[src/rtl/lambda_mem_arb.sv]
// lambda_mem_arb: shares one sync-read RAM among fetch, data and host, with boot/run/halt sequencing
module lambda_mem_arb #(
    parameter int AW     = 13,
    parameter int DW     = 16,
    parameter int STARVE = 4
) (
    input  logic          clk,
    input  logic          reset,
    input  logic          if_req,
    input  logic [AW-1:0] if_addr,
    output logic          if_gnt,
    output logic          if_rvalid,
    input  logic          d_req,
    input  logic          d_we,
    input  logic [AW-1:0] d_addr,
    input  logic [DW-1:0] d_wdata,
    output logic          d_gnt,
    output logic          d_rvalid,
    input  logic          h_req,
    input  logic          h_we,
    input  logic [AW-1:0] h_addr,
    input  logic [DW-1:0] h_wdata,
    output logic          h_gnt,
    output logic          h_rvalid,
    input  logic          host_done,
    input  logic          host_halt,
    output logic [DW-1:0] rdata,
    output logic          ram_en,
    output logic          ram_we,
    output logic [AW-1:0] ram_addr,
    output logic [DW-1:0] ram_wdata,
    input  logic [DW-1:0] ram_rdata,
    output logic [1:0]    state
);
    typedef enum logic [1:0] {BOOT = 2'd0, RUN = 2'd1, HALT = 2'd2} state_t;

    state_t     r_state, w_next;
    logic [3:0] r_starve, w_starve_next;
    logic       r_if_rv, r_d_rv, r_h_rv;
    logic       w_run, w_promote;

    always_ff @(posedge clk or posedge reset)
        if (reset) begin
            r_state  <= BOOT;
            r_starve <= '0;
            r_if_rv  <= 1'b0;
            r_d_rv   <= 1'b0;
            r_h_rv   <= 1'b0;
        end else begin
            r_state  <= w_next;
            r_starve <= w_starve_next;
            r_if_rv  <= if_gnt;
            r_d_rv   <= d_gnt && !d_we;
            r_h_rv   <= h_gnt && !h_we;
        end

    always_comb begin
        w_next = BOOT;
        case (r_state)
            BOOT:    w_next = host_done ? RUN : BOOT;
            RUN:     w_next = host_halt ? HALT : RUN;
            HALT:    w_next = host_halt ? HALT : RUN;
            default: w_next = BOOT;
        endcase
    end

    // A fetch denied STARVE times in a row jumps ahead of host and data
    assign w_run     = r_state == RUN;
    assign w_promote = w_run && if_req && r_starve == 4'(STARVE);
    assign h_gnt     = !reset && h_req && !w_promote;
    assign d_gnt     = !reset && w_run && d_req && !h_req && !w_promote;
    assign if_gnt    = !reset && w_run && if_req && (w_promote || !(h_req || d_req));

    assign w_starve_next = (w_run && if_req && !if_gnt)
                         ? (r_starve == 4'(STARVE) ? r_starve : r_starve + 4'd1) : 4'd0;

    assign ram_en    = if_gnt || d_gnt || h_gnt;
    assign ram_we    = (d_gnt && d_we) || (h_gnt && h_we);
    assign ram_addr  = h_gnt ? h_addr : d_gnt ? d_addr : if_addr;
    assign ram_wdata = h_gnt ? h_wdata : d_wdata;

    assign if_rvalid = r_if_rv;
    assign d_rvalid  = r_d_rv;
    assign h_rvalid  = r_h_rv;
    assign rdata     = ram_rdata;
    assign state     = r_state;
endmodule

[config.mk]
export PLATFORM = sky130hd
export DESIGN_NAME = lambda_mem_arb
export DESIGN_NICKNAME = d
export VERILOG_FILES = /design/src/rtl/lambda_mem_arb.sv
export SDC_FILE = /design/constraint.sdc
export NUM_CORES = 1
export LEC_CHECK = 0
export ABC_AREA = 1
export BUFFER_PORTS_ARGS = -buffer_cell sky130_fd_sc_hd__buf_4
export CORE_UTILIZATION = 31
export DETAILED_ROUTE_END_ITERATION = 8
export GPL_TIMING_DRIVEN = 0
export PLACE_DENSITY = 0.78
export SETUP_SLACK_MARGIN = 0.02
export SLEW_MARGIN = 20
export SYNTH_ARGS = -nofsm -noshare
export SYNTH_HDL_FRONTEND = slang
export SYNTH_SLANG_ARGS = --single-unit
[constraint.sdc]
create_clock -name clk -period 1.3 [get_ports clk]
set_input_delay 0.13 -clock clk [delete_from_list [all_inputs] [get_ports clk]]
set_output_delay 0.13 -clock clk [all_outputs]
set_load 0.005 [all_outputs]
# Word level (Yosys, flattened, before mapping)
# Index checks and enable logic that the tools add are counted.
dict set report op_classes {
  n_eq_ne 4
  reduce_logical 29
  mux 8
  addsub 1
}
# cell count
set op_table {}
lappend op_table {{$mux 13} 2}
lappend op_table {{$mux 16} 1}
lappend op_table {{$logic_and 1x1->1} 15}
lappend op_table {{$mux 4} 2}
lappend op_table {{$logic_not 1->1} 7}
lappend op_table {{$logic_or 1x1->1} 5}
lappend op_table {{$add 4x1->4 const B} 1}
lappend op_table {{$eq 4x3->1 const B} 1}
lappend op_table {{$pmux 2 s2} 1}
lappend op_table {{$eq 2x1->1 const B} 1}
lappend op_table {{$eq 2x2->1 const B} 1}
lappend op_table {{$logic_not 2->1} 1}
lappend op_table {{$mux 2} 1}
lappend op_table {{$ne 2x2->1 const B} 1}
lappend op_table {{$reduce_or 2->1} 1}
lappend op_table {{$mux 1} 1}
dict set report word_totals {
  wordCells 47
  input_bits 96
  out_inout_bits 55
  reg_bits 9
}

# Longest topological paths before layout
dict set report depth {
  word_depth 8
  ltp_mapped 10
  mapped_depth_nobuf 9
}

# Worst setup path after synthesis
# Ideal clock, no wire load.
dict set report synth_path {
  path_kind {reg2out}
  from {register r_state[0], in the netlist state[0]}
  to {output ram_addr[0]}
  arrival_ns 1.279
  path_stages_with_launch 10
  required_time_ns 1.170
  path_slack_ns -0.109
  n_path_buf 1
  cell_sequence {dfrtp_1 -> ha_1 -> nand2_1 -> inv_1 -> nand2_4 -> nand2_4 -> inv_2 -> buf_6 -> nand2_1 -> nand2_1}
}
dict set report synth_via {
  elab_chain_len 7
  word_cells_on_any_way 11
  cone_classes {eq/ne: 1; mux: 2; reduce/logical: 8}
}
# element line
set synth_rtl {}
lappend synth_rtl {{start, declared} 37} ;# state_t r_state, w_next;
lappend synth_rtl {{start signal, assigned} 50} ;# r_state <= w_next;
lappend synth_rtl {{$eq 2x1->1 *} 68} ;# assign w_run = r_state == RUN;
lappend synth_rtl {{$logic_and 1x1->1, on equally long branches (2 in series)} {71, 69}}
lappend synth_rtl {{$logic_and 1x1->1 / $logic_not 1->1 (equally long branches)} {71, 70}}
lappend synth_rtl {{$logic_and 1x1->1} 71} ;# assign d_gnt = !reset && w_run && d_req && !h_req && !w_promote;
lappend synth_rtl {{$mux 13} 79} ;# assign ram_addr = h_gnt ? h_addr : d_gnt ? d_addr : if_addr;
lappend synth_rtl {{$mux 13 *} 79}
lappend synth_rtl {{end, declared} 30} ;# output logic [AW-1:0] ram_addr,
# Mark *: on every way between the ends. The rest lies on a longest branch, timed or not.

# Worst setup path after layout
dict set report layout_path {
  from {register r_starve[0]}
  to {output ram_addr[7]}
}
dict set report layout_via {
  elab_chain_len 6
  word_cells_on_any_way 7
  cone_classes {eq/ne: 1; mux: 2; reduce/logical: 4}
}
# element line
set layout_rtl {}
lappend layout_rtl {{start, declared} 38} ;# logic [3:0] r_starve, w_starve_next;
lappend layout_rtl {{start signal, assigned} 51} ;# r_starve <= w_starve_next;
lappend layout_rtl {{$eq 4x3->1 *} 69} ;# assign w_promote = w_run && if_req && r_starve == 4'(STARVE);
lappend layout_rtl {{$logic_and 1x1->1 *} 69}
lappend layout_rtl {{$logic_not 1->1 *} {70, 71}}
lappend layout_rtl {{$logic_and 1x1->1} 71}
lappend layout_rtl {{$mux 13} 79}
lappend layout_rtl {{$mux 13 *} 79}
# Marks and branches as above.

==> summary.md <==
| Metric | Value |
|---|---|
| P_int | `1.39 mW` |
| Inserted Diodes | `0` |
| Comb power frac | `0.664` |
| Clk Latency, worst-skew pair | `240 ps` |
| GPL Wtd Cong | `0.749` |
| Worst endpoint data arrival time | `1760 ps` |
| Hold Fails Final Rpt | `0` |
| Power Density | `724 nW/um2` |
| DRT Pass-1 Iters | `4` |
| Slew Viols, Final | `0` |
| Root buffer cell | `clkbuf_8` |
| GRT Max-Usage Layer | `met2` |
| Max-cap viol count | `0` |
| Area of the core | `about 4100 um2` |
| Grt ovf | `0` |
| Final ANT Viol Nets | `0` |
| Seq pwr share | `0.178` |
| Dpl ws | `-348 ps` |
| Final wirelength | `4930 um` |
| HP Start | `h_we` |
| Total CTS buffers | `3` |
| CTS tree | `built` |
| Worst path max stage delay | `390 ps` |
| CTS Sinks | `9` |
| CP required | `around 1200 ps` |
| Most common cell after layout, fill and taps aside | `buf_4` |
| CP max stage cell | `dfrtp_1` |
| Hold EP | `h_rvalid` |
| Reg2reg start | `r_starve[0]` |
| Multi-input combinational cell area | `897 um2` |
| Final core utilization | `0.712` |
| First-pass GRT wire length | `6780 um` |
| Final nets | `497` |
| Max Fclk | `approximately 530 MHz` |
| CP startpoint kind | `register` |
| Tmin final | `approximately 1900 ps` |
| Pin count of the biggest net entering global routing | `11` |
| #FFs+latches synth | `9` |
| Clock slew at reported path FFs | `50 ps` |
| Outcome | `finished with violations` |
| Clk_skew | `4.27 ps` |
| Mapped Area | `approximately 1300 um2` |
| FF/Latch Area | `226 um2` |
| Max IR drop VDD | `0.329 mV` |
| Starting DRC count in detailed routing | `59` |
| Psw | `0.706 mW` |
| Share of layout cells above drive strength 1 | `0.592` |
| Clock group share of total power | `0.158` |
| Mapped Cells | `229` |
| Number of global-route vias before repair | `1,666` |
| Synth Warn # | `0` |
| Initial Util | `0.327` |
| Final period util | `1.45` |
| R2R setup slack | `-340 ps` |
| Crit-path cells | `inv_2 > ha_4 > nand2_2 > nor2_4 > nand2_4 > nand2_8 > buf_12 > buf_12 > nand2_4 > nand3_2 > nand2_2 > buf_6` |
| H-Tree Depth | `1` |
| I/O pin total | `151` |
| Dpl hpwl | `3470 um` |
| Sequential-to-total area share from yosys stat | `0.170` |
| DIE WIDTH | `67.4 um` |
| Slew HR | `0.704` |
| Initial antenna violation count | `0` |
| IO Port Bufs | `134` |
| Vias | `1,961` |
| Min-Delay Path Depth | `2` |
| Mapped Nets | `330` |
| Wire per inst | `11.1 um` |
| Pleak | `around 1.8 nW` |
| Crit path max fanout | `5` |
| Die area | `about 4500 um2` |
| Worst Tran Pin Value | `around 440 ps` |
| Final Worst Setup Slack | `-588 ps` |
| Synth cell types | `21` |
| Grt met3 use | `0.0236` |
| Final setup vio count | `39` |
| Worst R2R End | `r_starve[0]` |
| Commonest non-fill, non-tap cells in the layout | `163 x buf_4, 88 x nand2_1, 31 x inv_1` |
| FF-to-FF path depth | `12` |
| Setup CP Type | `register to output pin` |
| Die height | `slightly below 70 um` |
| Violated checks | `negative setup slack` |
| Avg Vias per Cell | `4.41` |
| Element type at the critical path end | `output pin` |
| GRT Total Usage | `0.195` |
| Met2 usage | `0.394` |
| Min-delay worst type | `primary input to register` |
| RSZ-0062 raised after global routing | `true` |
| CTS Buffer Depth | `2` |
| Post-route DRC | `0` |
| M1 GR Usage | `0.202` |
| Area delta synth->final | `118%` |
| Switching part of the total | `0.337` |
| Count of filler cells inserted in the layout | `335` |
| Mapped Avg Cell Area | `about 5.8 um2` |
| Row count | `23` |
-- cell usage after synthesis --
master | number | area [um2]
or2_2 | 1 | 6.26
a21oi_1 | 2 | 10.0
buf_8 | 1 | 15.0
buf_2 | 1 | 5.00
clkinv_1 | 1 | 3.75
nand2_2 | 9 | 56.3
dfrtp_1 | 9 | 225
ha_1 | 5 | 62.6
nand4_1 | 2 | 12.5
nand3_1 | 29 | 145
nor3_1 | 1 | 5.00
inv_1 | 36 | 135
xor2_1 | 1 | 8.76
nand2_1 | 95 | 357
nor2_4 | 2 | 22.5
xnor2_1 | 1 | 8.76
inv_2 | 2 | 7.51
nand2_4 | 3 | 33.8
buf_4 | 19 | 143
buf_6 | 4 | 45.0
nor2_1 | 5 | 18.8
-- logic make-up after synthesis --
family / count (synthesis) / synth area share
XOR/XNOR: 2 / 0.0132
AND/OR/NAND/NOR: 147 / 0.495
AO/OA/AOI/OAI: 2 / 0.00755
adder cells (fa/ha/maj): 5 / 0.0472
flip-flops: 9 / 0.170
buffers and inverters: 64 / 0.267
-- worst max path at each step --
| stage | from | endpoint | slack [ps] |
|---|---|---|---|
| finish | r_starve[0] | ram_addr[7] | -590 |
| global route | r_starve[0] | ram_addr[0] | -670 |
| CTS | r_starve[0] | ram_addr[0] | -590 |
| detailed placement | r_starve[0] | ram_addr[8] | -350 |
| global placement | r_starve[0] | ram_addr[8] | -330 |
| floorplan | r_starve[0] | ram_addr[10] | -80 |
-- metrics by stage --
stage	cells	power [mW]	setup TNS (ps)	cell area [um2]	hold WS, ps
after floorplan	229	0.802	-2220	1330	-82.5
after global placement	413	1.28	-9990	2390	77.2
after global routing	445	2.24	-22680	2890	51.6
after detailed placement	413	1.29	-10740	2390	80.4
final	445	2.09	-19540	2890	52.8
after CTS	441	1.94	-19240	2750	48.0
-- power groups by stage --
stage | logic (mW) | registers, mW | clock network, mW
after global placement | 0.906 | 0.374 | 0
after CTS | 1.24 | 0.369 | 0.337
after floorplan | 0.434 | 0.368 | 0
after global routing | 1.52 | 0.375 | 0.350
final | 1.39 | 0.373 | 0.330
after detailed placement | 0.921 | 0.372 | 0
-- worst max-delay path: cells and delay by family (launching register included) --
kind	cells	cell delay (ps)
adder cells (fa/ha/maj)	1	140
buffers and inverters	4	420
flip-flops	1	390
AND/OR/NAND/NOR	7	560
-- layer usage --
metal  part of all wire  vias up  wire length (um)
met5                  0        -                 0
met1               0.37      853              1810
li1                   -      996                 -
met2               0.53      104              2610
met3              0.085        8               417
met4              0.018        0                90
-- cell type report --
cell class | instances | share of cell area
buffer | 24 | 0.0676
clock buffer | 4 | 0.0156
multi-input combinational | 156 | 0.311
sequential | 9 | 0.0784
inverter | 39 | 0.0524
timing repair buffer | 163 | 0.454
tap | 50 | 0.0217
-- state kept, by name, summed over array words and instances (netlist names) --
signal,flops
if_rvalid,1
h_rvalid,1
d_rvalid,1
state,2
r_starve,4
-- what timing repair did --
action / 4_1_cts / 5_1_grt
pin swaps: 10 / 18
setup buffers: 27 / 7
gates cloned: 1 / 0
endpoints found under the setup margin: 40 / 41
hold endpoints to repair: 9 / 0
gates resized for setup: 24 / 34
hold buffers: 1 / 0
Power figures use the tool's default switching activity.
